[src/rtl/bus_arbiter_rr.sv]
// Round-robin bus arbiter for NUM_MASTERS masters with registered grants,
// tenure-limited ownership (MAX_HOLD) and per-master lock against preemption.
module bus_arbiter_rr #(
    parameter int NUM_MASTERS = 4,
    parameter int IDX_W       = 2,
    parameter int MAX_HOLD    = 16,
    parameter int CNT_W       = 5
) (
    input  logic                   clk,
    input  logic                   reset,
    input  logic [NUM_MASTERS-1:0] req,
    input  logic [NUM_MASTERS-1:0] lock,
    output logic [NUM_MASTERS-1:0] gnt,
    output logic [IDX_W-1:0]       gnt_idx,
    output logic                   gnt_valid,
    output logic                   preempt
);

    typedef enum logic [0:0] {
        ST_IDLE  = 1'b0,
        ST_OWNED = 1'b1
    } state_t;

    localparam logic [IDX_W-1:0]       LAST_IDX      = IDX_W'(NUM_MASTERS - 1);
    localparam logic [IDX_W-1:0]       IDX_ONE       = IDX_W'(1);
    localparam logic [CNT_W-1:0]       CNT_ONE       = CNT_W'(1);
    localparam logic [CNT_W-1:0]       CNT_ZERO      = {CNT_W{1'b0}};
    localparam bit                     HOLD_LIMIT_EN = (MAX_HOLD != 32'sd0);
    // With the limit disabled the counter just saturates at its full range.
    localparam logic [CNT_W-1:0]       CNT_CAP       = HOLD_LIMIT_EN ? CNT_W'(MAX_HOLD) : {CNT_W{1'b1}};
    localparam logic [NUM_MASTERS-1:0] ONE_HOT0      = {{(NUM_MASTERS-1){1'b0}}, 1'b1};
    localparam logic [NUM_MASTERS-1:0] GNT_ZERO      = {NUM_MASTERS{1'b0}};

    // First candidate after 'last', wrapping; 'last' itself is visited last.
    function automatic logic [IDX_W-1:0] rr_pick(input logic [NUM_MASTERS-1:0] cand,
                                                 input logic [IDX_W-1:0]       last);
        logic [IDX_W-1:0] idx;
        logic [IDX_W-1:0] pick;
        logic             found;
        idx   = last;
        pick  = last;
        found = 1'b0;
        for (int off = 0; off < NUM_MASTERS; off++) begin
            if (idx == LAST_IDX) begin
                idx = {IDX_W{1'b0}};
            end else begin
                idx = idx + IDX_ONE;
            end
            if (!found && cand[idx]) begin
                pick  = idx;
                found = 1'b1;
            end else begin
                found = found;
            end
        end
        return pick;
    endfunction

    state_t                 state_r, state_s;
    logic [NUM_MASTERS-1:0] gnt_r, gnt_s;
    logic [IDX_W-1:0]       gnt_idx_r, gnt_idx_s;
    logic                   gnt_valid_r, gnt_valid_s;
    logic                   preempt_r, preempt_s;
    logic [CNT_W-1:0]       cnt_r, cnt_s;
    logic [IDX_W-1:0]       last_r, last_s;

    logic [NUM_MASTERS-1:0] others_s;
    logic [IDX_W-1:0]       win_s;
    logic                   any_other_s;
    logic                   expired_s;
    logic                   take_s;

    // Next-state and next-output decode for the IDLE/OWNED arbitration FSM.
    always_comb begin
        // Masking the owner's bit makes the owner implicitly last in search order.
        others_s    = req & ~gnt_r;
        win_s       = rr_pick(others_s, last_r);
        any_other_s = |others_s;
        expired_s   = HOLD_LIMIT_EN && (cnt_r == CNT_CAP);

        state_s     = state_r;
        gnt_s       = gnt_r;
        gnt_idx_s   = gnt_idx_r;
        gnt_valid_s = gnt_valid_r;
        preempt_s   = 1'b0;
        cnt_s       = cnt_r;
        last_s      = last_r;
        take_s      = 1'b0;

        case (state_r)
            ST_IDLE: begin
                if (any_other_s) begin
                    take_s = 1'b1;
                end else begin
                    state_s = ST_IDLE;
                end
            end
            ST_OWNED: begin
                if (!req[gnt_idx_r]) begin
                    if (any_other_s) begin
                        take_s = 1'b1;
                    end else begin
                        state_s     = ST_IDLE;
                        gnt_s       = GNT_ZERO;
                        gnt_valid_s = 1'b0;
                        cnt_s       = CNT_ZERO;
                    end
                end else if (expired_s && !lock[gnt_idx_r] && any_other_s) begin
                    take_s    = 1'b1;
                    preempt_s = 1'b1;
                end else if (cnt_r != CNT_CAP) begin
                    cnt_s = cnt_r + CNT_ONE;
                end else begin
                    cnt_s = cnt_r;
                end
            end
            default: begin
                state_s     = ST_IDLE;
                gnt_s       = GNT_ZERO;
                gnt_valid_s = 1'b0;
                cnt_s       = CNT_ZERO;
            end
        endcase

        if (take_s) begin
            state_s     = ST_OWNED;
            gnt_s       = ONE_HOT0 << win_s;
            gnt_idx_s   = win_s;
            gnt_valid_s = 1'b1;
            cnt_s       = CNT_ONE;
            last_s      = win_s;
        end else begin
            last_s = last_r;
        end
    end

    // State and output registers with synchronous reset.
    always_ff @(posedge clk) begin
        if (reset) begin
            state_r     <= ST_IDLE;
            gnt_r       <= GNT_ZERO;
            gnt_idx_r   <= {IDX_W{1'b0}};
            gnt_valid_r <= 1'b0;
            preempt_r   <= 1'b0;
            cnt_r       <= CNT_ZERO;
            last_r      <= LAST_IDX;
        end else begin
            state_r     <= state_s;
            gnt_r       <= gnt_s;
            gnt_idx_r   <= gnt_idx_s;
            gnt_valid_r <= gnt_valid_s;
            preempt_r   <= preempt_s;
            cnt_r       <= cnt_s;
            last_r      <= last_s;
        end
    end

    assign gnt       = gnt_r;
    assign gnt_idx   = gnt_idx_r;
    assign gnt_valid = gnt_valid_r;
    assign preempt   = preempt_r;

endmodule
[config.mk]
export PLATFORM = sky130hd
export DESIGN_NAME = bus_arbiter_rr
export DESIGN_NICKNAME = d
export VERILOG_FILES = /design/src/rtl/bus_arbiter_rr.sv
export SDC_FILE = /design/constraint.sdc
export NUM_CORES = 1
export LEC_CHECK = 0
export BUFFER_PORTS_ARGS = -buffer_cell sky130_fd_sc_hd__buf_2
export CORE_MARGIN = 1
export CORE_UTILIZATION = 50
export DETAILED_ROUTE_END_ITERATION = 6
export GPL_TIMING_DRIVEN = 0
export PLACE_DENSITY_LB_ADDON = 0.3
export SLEW_MARGIN = 10
export SYNTH_ARGS = -nofsm -noshare
export SYNTH_HDL_FRONTEND = slang
export SYNTH_SLANG_ARGS = --single-unit
[constraint.sdc]
create_clock -name clk -period 1.9 [get_ports clk]
set_input_delay 0.095 -clock clk [delete_from_list [all_inputs] [get_ports clk]]
set_output_delay 0.095 -clock clk [all_outputs]
set_load 0.005 [all_outputs]
==> results.ini, run 1 <==
[die]
io_pins=18
die_x_um=49.5
start_util_pct=55.1
num_rows=16
die-area_mm2=0.00245
core-area_mm2=0.00204
fp.dieH_um=49.5

[final_layout]
seq_area_um2=327
area_growth_pct=30.1
final_nets=176
antennaDiodeCount=0
multi_input_area_um2=885
postLayoutCoreUtil_pct=71.8
n_fill_cell=158
postLayoutCellArea_mm2=0.00147
drive_gt1_share_pct=38.3
fin_cells=189

[sta]
fmax_mhz=524
worst_pin_slew_ns=0.511
max_slew_margin_pct=65.8
setup_ws_ns=-0.0101
fin_crit_ns=1.91
final.setup_skew_ns=0.00244
finalHoldViolCount=0
period_share_pct=101
finalSetupViolations=1
drv_slew=0
rsz0062_at_grt=yes

[worst_setup_path]
slowest_stage=dfxtp_4
crit_type=register to register
path_cells=ha_4 -> or2_4 -> buf_6 -> nand3_1 -> a21o_1 -> a31oi_2 -> or2_1 -> a32o_1
cpPeakStageDelay_ns=0.37
cp-start-kind=register
critPathCaptureType=register
worstPathArrival_ns=2.10
crit_fanout=5
cp.required_ns=2.09

[synthesis]
syn_avg_cell_area_um2=8.28
yosys-top-cells-count=dfxtp_1 (16), nor2_1 (15), nor3_1 (12), a21oi_1 (9), nand2_1 (8)
synth_most_common_cell=dfxtp_1
yosys_warnings=0
synth-edff-count=0
synth-seq-cells=16
yosys.cell_types.count=45
ys_seq_area_share_pct=28.4
synth_top_area_share_pct=28.4
synth_area_leaders=dfxtp_1 (28%), nor3_1 (5.3%), nor2_1 (5.0%), a21oi_1 (4.0%), mux4_2 (4.0%)
synth_area_mm2=0.00113
synthArstFlopShare_pct=0
synth_cells=136
synth_fp_nets=149
synth_ff_type=dfxtp_1
synth_top_area_cell=dfxtp_1

[grt]
grtUsageTotal_pct=25.0
grt_pass1_vias=1087
antenna_found_initial=0
grt_max_degree=11
grt.overflow.total=0
grt_pass1_wl_um=4710

[power_and_ir_drop]
peakVddDrop_v=0.000954
leakage_nw=0.561
pwr_density_cell_mw_per_mm2=1340
total_power_mw=1.96

[cts]
cts_num_sinks=16
cts_made_buffers=3
clock_latency_ns=0.29
htreeDepth=1
clockBufferDepth=2
cts-root-buf=clkbuf_4
clk_pin_slew_ns=0.09
tritoncts=built
cts_hold_buf=0

[placement]
port_buffers=17
hpwlAfterDp_um=1930
placed_cell_area_mm2=0.00124
pre_cts_slack_ns=-0.193
gp_congestion=0.899
dp.cells=180

[routing]
ant_nets=0
vias=1148
dr.first_iter.drc_count=15
avgViaCountPerCell=6.07
wl_um=2940
remaining_drc_errors=0
first_pass_iters=4
wl_per_cell_um=15.5

[run_status]
status=complete, but fails checks
violations=setup timing

[flow_run]
drv_cap=0

[min_path]
hp-class=input pin to register

-- stage by stage --
| stage | hold slack [ns] | TNS [ns] |
|---|---|---|
| 2_1_floorplan | 0.279 | 0 |
| 3_3_place_gp | 0.431 | -0.831 |
| 3_5_place_dp | 0.441 | -0.864 |
| 4_1_cts | 0.145 | 0 |
| 5_1_grt | 0.198 | -0.457 |
| 6_report | 0.173 | -0.0101 |
-- worst paths after layout --
kind	start	end	slack, ns	cells past startpoint
max	last_r[0]	gnt[3]	-0.01	8
min reg2reg	gnt_valid	gnt_valid	0.51	2
min	reset	gnt[1]	0.17	4
max reg2reg	last_r[0]	gnt[3]	-0.01	8
-- logic make-up after synthesis --
group	after synthesis	synth area share, %
AOI/OAI and AO/OA	37	24.9
adders and majority gates	3	3.33
muxes	4	6.11
and+or+nand+nor	61	29.6
buffers and inverters	12	5.33
DFF	16	28.4
xor gates and xnor gates	3	2.33
-- per-layer routing --
layer	vias to the layer above	track usage (%)	wire, um
li1	561	-	-
met1	547	31.3	1290
met2	32	43.2	1470
met3	8	3.09	105
met4	0	10.0	61
met5	-	0	0
-- worst max-delay path, delay by kind of cell (launching register included) --
kind | cells | cell delay (ns)
DFF | 1 | 0.37
and+or+nand+nor | 3 | 0.60
buffers and inverters | 1 | 0.14
AOI/OAI and AO/OA | 3 | 0.53
adders and majority gates | 1 | 0.17
-- flip-flops by register name, indices dropped and copies added (netlist names) --
register	flops
cnt_r	5
gnt	4
gnt_idx	2
gnt_valid	1
last_r	2
preempt	1
state_r	1
-- cell usage in the layout (no fill, tap or decap), drive strengths merged, types with 2 or more instances in the layout --
| master | instances |
|---|---|
| a21oi | 9 |
| a31oi | 5 |
| a32o | 2 |
| and3 | 2 |
| buf | 29 |
| clkbuf | 5 |
| dfxtp | 16 |
| ha | 3 |
| inv | 4 |
| mux2i | 2 |
| mux4 | 2 |
| nand2 | 8 |
| nand2b | 5 |
| nand3 | 5 |
| nor2 | 16 |
| nor2b | 4 |
| nor3 | 12 |
| nor4 | 4 |
| o211ai | 2 |
| o21ai | 6 |
| o31ai | 2 |
| or2 | 2 |
| xor2 | 3 |
-- power breakdown --
group	total [mW]	switching [mW]	leakage (nW)	internal, mW
combinational	1.23	0.694	0.408	0.536
clock	0.227	0.110	0.0210	0.117
sequential	0.501	0.0809	0.132	0.420
-- cell type report --
class | instances | share of cell area, %
Multi-Input combinational cell | 108 | 60.4
Sequential cell | 16 | 22.3
Timing Repair Buffer | 22 | 8.45
Buffer | 8 | 3.07
Clock buffer | 4 | 2.48
Tap cell | 27 | 2.31
Inverter | 4 | 1.02
-- repair_timing --
action                                  in CTS  in global routing
pin swaps                                    7                 12
resized for setup                           15                 16
endpoints found under the setup margin      10                  8
cloned                                       0                  1
buffers inserted                             2                  2
No activity file was read; power rests on OpenSTA's default activity.
==> run 2: changes to the inputs <==
--- a/config.mk
+++ b/config.mk
@@ -7,7 +7,7 @@
 export LEC_CHECK = 0
 export BUFFER_PORTS_ARGS = -buffer_cell sky130_fd_sc_hd__buf_2
 export CORE_MARGIN = 1
-export CORE_UTILIZATION = 50
+export CORE_UTILIZATION = 59
 export DETAILED_ROUTE_END_ITERATION = 6
 export GPL_TIMING_DRIVEN = 0
 export PLACE_DENSITY_LB_ADDON = 0.3
==> constraint.sdc (replaced) <==
create_clock -name clk -period 2.46 [get_ports clk]
set_input_delay 0.123 -clock clk [delete_from_list [all_inputs] [get_ports clk]]
set_output_delay 0.123 -clock clk [all_outputs]
set_load 0.005 [all_outputs]
==> results.ini, run 2 (synthesis results as in run 1) <==
[cts]
cts_setup_buffers=0  ; -2
cts_num_sinks=16  ; unchanged
clock_latency_ns=0.30  ; about the same
clockBufferDepth=2  ; unchanged
tritoncts=built
htreeDepth=1  ; unchanged
cts_hold_buf=0  ; unchanged
cts-root-buf=clkbuf_4
clk_pin_slew_ns=0.10  ; about the same
cts_made_buffers=3  ; unchanged
ctsResizeCount=0  ; -15

[final_layout]
layout_commonest_cell=buf_2
layout_common_cells=buf_2 (23), dfxtp_1 (16), nor2_1 (15)
largest_reg_flops=5  ; unchanged
final_nets=171  ; -2.8%
top_register=cnt_r
area_growth_pct=13.6
drive_gt1_share_pct=25.5  ; -13 points
antennaDiodeCount=0  ; unchanged

[power_and_ir_drop]
pwr_density_cell_mw_per_mm2=987  ; -26%
leakage_nw=0.514  ; -8.4%
total_power_mw=1.26  ; -35%
p_sw_mw=0.555  ; -37%
internal-power_mw=0.708  ; -34%
seqPwrFrac_pct=29.9  ; +4.3 points
p_sw_share_pct=43.9  ; -1.3 points
peakVddDrop_v=0.000763  ; -20%
pwr-share-comb_pct=55.7  ; -7.1 points
pwr-share-clk_pct=14.4  ; +2.8 points

[worst_setup_path]
cp.required_ns=2.66  ; +0.57 ns
crit_fanout=9  ; +4
cp-start-kind=register
critPathCaptureType=register
worstPathArrival_ns=2.37  ; +0.27 ns
crit_type=register to register

[sta]
finalSetupViolations=0  ; -1
max_slew_margin_pct=70.6  ; +4.8 points
worst_pin_slew_ns=0.438  ; -0.0727 ns
fmax_mhz=460  ; -12%
final.setup_skew_ns=0.00439  ; +0.00195 ns
rsz0062_at_grt=no
setup_ws_ns=0.287  ; +0.297 ns
hold_ws_ns=0.165  ; -0.00812 ns
drv_slew=0  ; unchanged
period_share_pct=88.3  ; -12 points
fin_tns_setup_ns=0  ; +0.0101 ns
finalHoldViolCount=0  ; unchanged
fin_crit_ns=2.17  ; +0.263 ns

[routing]
ant_nets=0  ; unchanged
wl_um=2500  ; -15%
avgViaCountPerCell=6.15  ; +1.3%
wl_per_cell_um=13.7  ; -12%
dr.first_iter.drc_count=55  ; +40
vias=1120  ; -2.4%
first_pass_iters=4  ; unchanged
remaining_drc_errors=0  ; unchanged

[placement]
port_buffers=17  ; unchanged
pre_cts_slack_ns=0.359  ; +0.552 ns
hpwlAfterDp_um=1920  ; -0.35%
gp_congestion=0.901  ; +0.26%

[grt]
grtUsageTotal_pct=28.6  ; +3.7 points
antenna_found_initial=0  ; unchanged
grt_max_degree=11  ; unchanged
grt_pass1_wl_um=4180  ; -11%
grt.overflow.total=0  ; unchanged
grt_pass1_vias=969  ; -11%

[flow_run]
drv_cap=0  ; unchanged

[run_status]
status=complete, no violations

[die]
start_util_pct=63.8  ; +8.7 points
num_rows=15  ; -1
die-area_mm2=0.00209  ; -15%
core-area_mm2=0.00176  ; -14%
fp.dieH_um=45.7  ; -7.6%
io_pins=18  ; unchanged
die_x_um=45.7  ; -7.6%

[min_path]
hp-class=input pin to register

## run 2: worst paths after layout
kind,start,endpoint,slack (ns),cells after the start
hold reg to reg,gnt[0],gnt[0],0.48,2
setup reg to reg,last_r[0],gnt[1],0.29,8
hold / removal,reset,gnt[0],0.16,4
setup / recovery,last_r[0],gnt[1],0.29,8
## run 2: final cells by class
| class | count | area, um2 |
|---|---|---|
| buffer | 8 | 45.0 |
| timing repair buffer | 17 | 85.1 |
| multi-input combinational | 108 | 746 |
| clock buffer | 4 | 36.3 |
| fill | 147 | 485 |
| tap | 25 | 31.3 |
| sequential | 16 | 320 |
| inverter | 4 | 15.0 |
## run 2: worst max-delay path, cell delays in order, from the launching register on
cell and delay [ns]:
dfxtp_1 0.37, ha_1 0.25, or2_1 0.22, buf_6 0.14
nor3_1 0.22, o21ai_0 0.13, a31oi_1 0.32, nor2_1 0.12
o31ai_1 0.29
## run 2: power groups by stage
stage / sequential, mW / combinational (mW) / clock, mW
2_1_floorplan: 0.375 / 0.537 / 0
3_3_place_gp: 0.378 / 0.671 / 0
3_5_place_dp: 0.382 / 0.691 / 0
4_1_cts: 0.377 / 0.692 / 0.186
5_1_grt: 0.388 / 0.772 / 0.195
6_report: 0.378 / 0.703 / 0.182
## run 2: layer usage
layer | vias up | routed length [um] | global-route usage [%]
li1 | 547 | - | -
met2 | 42 | 1160 | 44.6
met1 | 522 | 1140 | 37.7
met3 | 9 | 129 | 5.95
met5 | - | 0 | 0
met4 | 0 | 61 | 13.3
## run 2: metrics by stage
step,cell area (um2),utilization (%),cells
6_report,1280,72.5,182
5_1_grt,1280,72.5,182
4_1_cts,1280,72.5,182
3_5_place_dp,1240,70.4,178
3_3_place_gp,1240,70.4,178
2_1_floorplan,1130,-,136
==> run 3: changes to the inputs <==
--- a/config.mk
+++ b/config.mk
@@ -5,7 +5,7 @@
 export SDC_FILE = /design/constraint.sdc
 export NUM_CORES = 1
 export LEC_CHECK = 0
-export BUFFER_PORTS_ARGS = -buffer_cell sky130_fd_sc_hd__buf_2
+export BUFFER_PORTS_ARGS = -buffer_cell sky130_fd_sc_hd__clkbuf_2
 export CORE_MARGIN = 1
 export CORE_UTILIZATION = 59
 export DETAILED_ROUTE_END_ITERATION = 6
==> results.ini, run 3 (synthesis results as in run 1) <==
[die]
fp.dieH_um=45.7  ; unchanged
die-area_mm2=0.00209  ; unchanged
start_util_pct=63.8  ; unchanged
io_pins=18  ; unchanged
die_x_um=45.7  ; unchanged
core-area_mm2=0.00176  ; unchanged
num_rows=15  ; unchanged

[cts]
cts_made_buffers=3  ; unchanged
clk_pin_slew_ns=0.10  ; about the same
cts_setup_buffers=0  ; unchanged
cts_hold_buf=0  ; unchanged
htreeDepth=1  ; unchanged
tritoncts=built
cts_num_sinks=16  ; unchanged
ctsResizeCount=0  ; unchanged
clock_latency_ns=0.29  ; about the same
cts-root-buf=clkbuf_4
clockBufferDepth=2  ; unchanged

[worst_setup_path]
cp.required_ns=2.64  ; -0.02 ns
worstPathArrival_ns=2.37  ; about the same
cp_top_family=compound AO/OA/AOI/OAI gates
worstReg2RegEnd=gnt[2]
path_cells=ha_1 -> or2_1 -> buf_6 -> nor3_1 -> o21ai_0 -> a31oi_1 -> nor2_1 -> a32o_1
slowest_stage=dfxtp_1
cp-start-kind=register
rr_startpoint=last_r[0]
reg2reg_depth=8  ; unchanged
reg2reg_setup_slack_ns=0.27  ; about the same
critPathCaptureType=register
cpPeakStageDelay_ns=0.37  ; about the same
crit_buf_inv=1  ; unchanged
crit_type=register to register
crit_fanout=9  ; unchanged

[flow_run]
drv_cap=0  ; unchanged

[sta]
fin_crit_ns=2.19  ; +0.0139 ns
fin_tns_setup_ns=0  ; unchanged
finalHoldViolCount=0  ; unchanged
finalSetupViolations=0  ; unchanged
final.setup_skew_ns=0.00860  ; +0.00422 ns
drv_slew=0  ; unchanged
worst_pin_slew_ns=0.425  ; -0.0138 ns
fmax_mhz=457  ; -0.64%
rsz0062_at_grt=no
max_slew_margin_pct=71.5  ; +0.93 points
period_share_pct=88.9  ; +0.56 points

[final_layout]
area_growth_pct=13.6  ; unchanged
layout_common_cells=clkbuf_2 (17), dfxtp_1 (16), nor2_1 (15)
n_fill_cell=139  ; -5.4%
largest_reg_flops=5  ; unchanged
final_nets=171  ; unchanged
drive_gt1_share_pct=25.5  ; unchanged
layout_commonest_cell=clkbuf_2
top_register=cnt_r
antennaDiodeCount=0  ; unchanged
postLayoutCellArea_mm2=0.00128  ; unchanged

[grt]
grtUsageTotal_pct=28.4  ; -0.20 points
grt_pass1_vias=1006  ; +3.8%
grt.overflow.total=0  ; unchanged
antenna_found_initial=0  ; unchanged
grt_max_degree=11  ; unchanged
grt_pass1_wl_um=4350  ; +4.0%

[routing]
ant_nets=0  ; unchanged
wl_per_cell_um=14.2  ; +3.6%
first_pass_iters=4  ; unchanged
avgViaCountPerCell=6.05  ; -1.6%
remaining_drc_errors=0  ; unchanged
wl_um=2590  ; +3.6%
dr.first_iter.drc_count=55  ; unchanged
vias=1102  ; -1.6%

[placement]
hpwlAfterDp_um=1950  ; +1.2%
gp_congestion=0.889  ; -1.4%
placed_cell_area_mm2=0.00124  ; unchanged
port_buffers=17  ; unchanged

[min_path]
hold_depth=4  ; unchanged
min_to=gnt[0]
worstHoldStart=reset
hp-class=input pin to register

[power_and_ir_drop]
pwr_density_cell_mw_per_mm2=986  ; -0.11%
leakage_nw=0.511  ; -0.55%
peakVddDrop_v=0.000860  ; +13%

[run_status]
status=complete, no violations

-- run 3: layout make-up --
| type | instances | area [um2] | area share (%) |
|---|---|---|---|
| inverter | 4 | 15.0 | 1.17 |
| clock buffer | 4 | 36.3 | 2.84 |
| buffer | 8 | 45.0 | 3.52 |
| timing repair buffer | 17 | 85.1 | 6.65 |
| multi-input combinational | 108 | 746 | 58.3 |
| sequential | 16 | 320 | 25.0 |
| tap | 25 | 31.3 | 2.45 |
-- run 3: where the power goes --
group	total (mW)	internal [mW]	switching (mW)	leakage [nW]
logic	0.710	0.298	0.412	0.358
clock network	0.174	0.0901	0.0838	0.0210
registers	0.377	0.318	0.0585	0.132
total	1.26	0.707	0.554	0.511
-- run 3: worst register-to-register path: cells and delay by family (launching register included) --
kind,cells,cell delay (ns)
AOI/OAI and AO/OA,3,0.72
and+or+nand+nor,3,0.60
DFF,1,0.37
adders and majority gates,1,0.25
buffers and inverters,1,0.14
-- run 3: routing by layer --
metal  wire length [um]  global-route usage [%]  part of all wire, %  up-vias
li1                   -                       -                    -      551
met2               1260                    47.1                   49       40
met5                  0                       0                    0        -
met1               1150                    37.5                   44      507
met4                 17                    7.88                 0.66        0
met3                164                    5.16                  6.3        4
-- run 3: worst max path at each step --
stage / cells past startpoint / slack (ns) / from / endpoint
finish: 8 / 0.27 / last_r[0] / gnt[2]
global route: 8 / 0.20 / last_r[0] / gnt[2]
CTS: 8 / 0.33 / last_r[0] / gnt[2]
detailed placement: 8 / 0.36 / last_r[0] / gnt[2]
global placement: 8 / 0.42 / last_r[0] / gnt[2]
floorplan: 8 / 0.59 / last_r[0] / gnt[2]
-- run 3: stage by stage --
| stage | hold slack [ns] | instances | total power [mW] | util [%] | worst slack [ns] |
|---|---|---|---|---|---|
| 5_1_grt | 0.199 | 182 | 1.35 | 72.5 | 0.196 |
| 6_report | 0.197 | 182 | 1.26 | 72.5 | 0.273 |
| 3_5_place_dp | 0.473 | 178 | 1.08 | 70.4 | 0.361 |
| 2_1_floorplan | 0.307 | 136 | 0.912 | - | 0.592 |
| 3_3_place_gp | 0.467 | 178 | 1.05 | 70.4 | 0.422 |
| 4_1_cts | 0.180 | 182 | 1.25 | 72.5 | 0.331 |
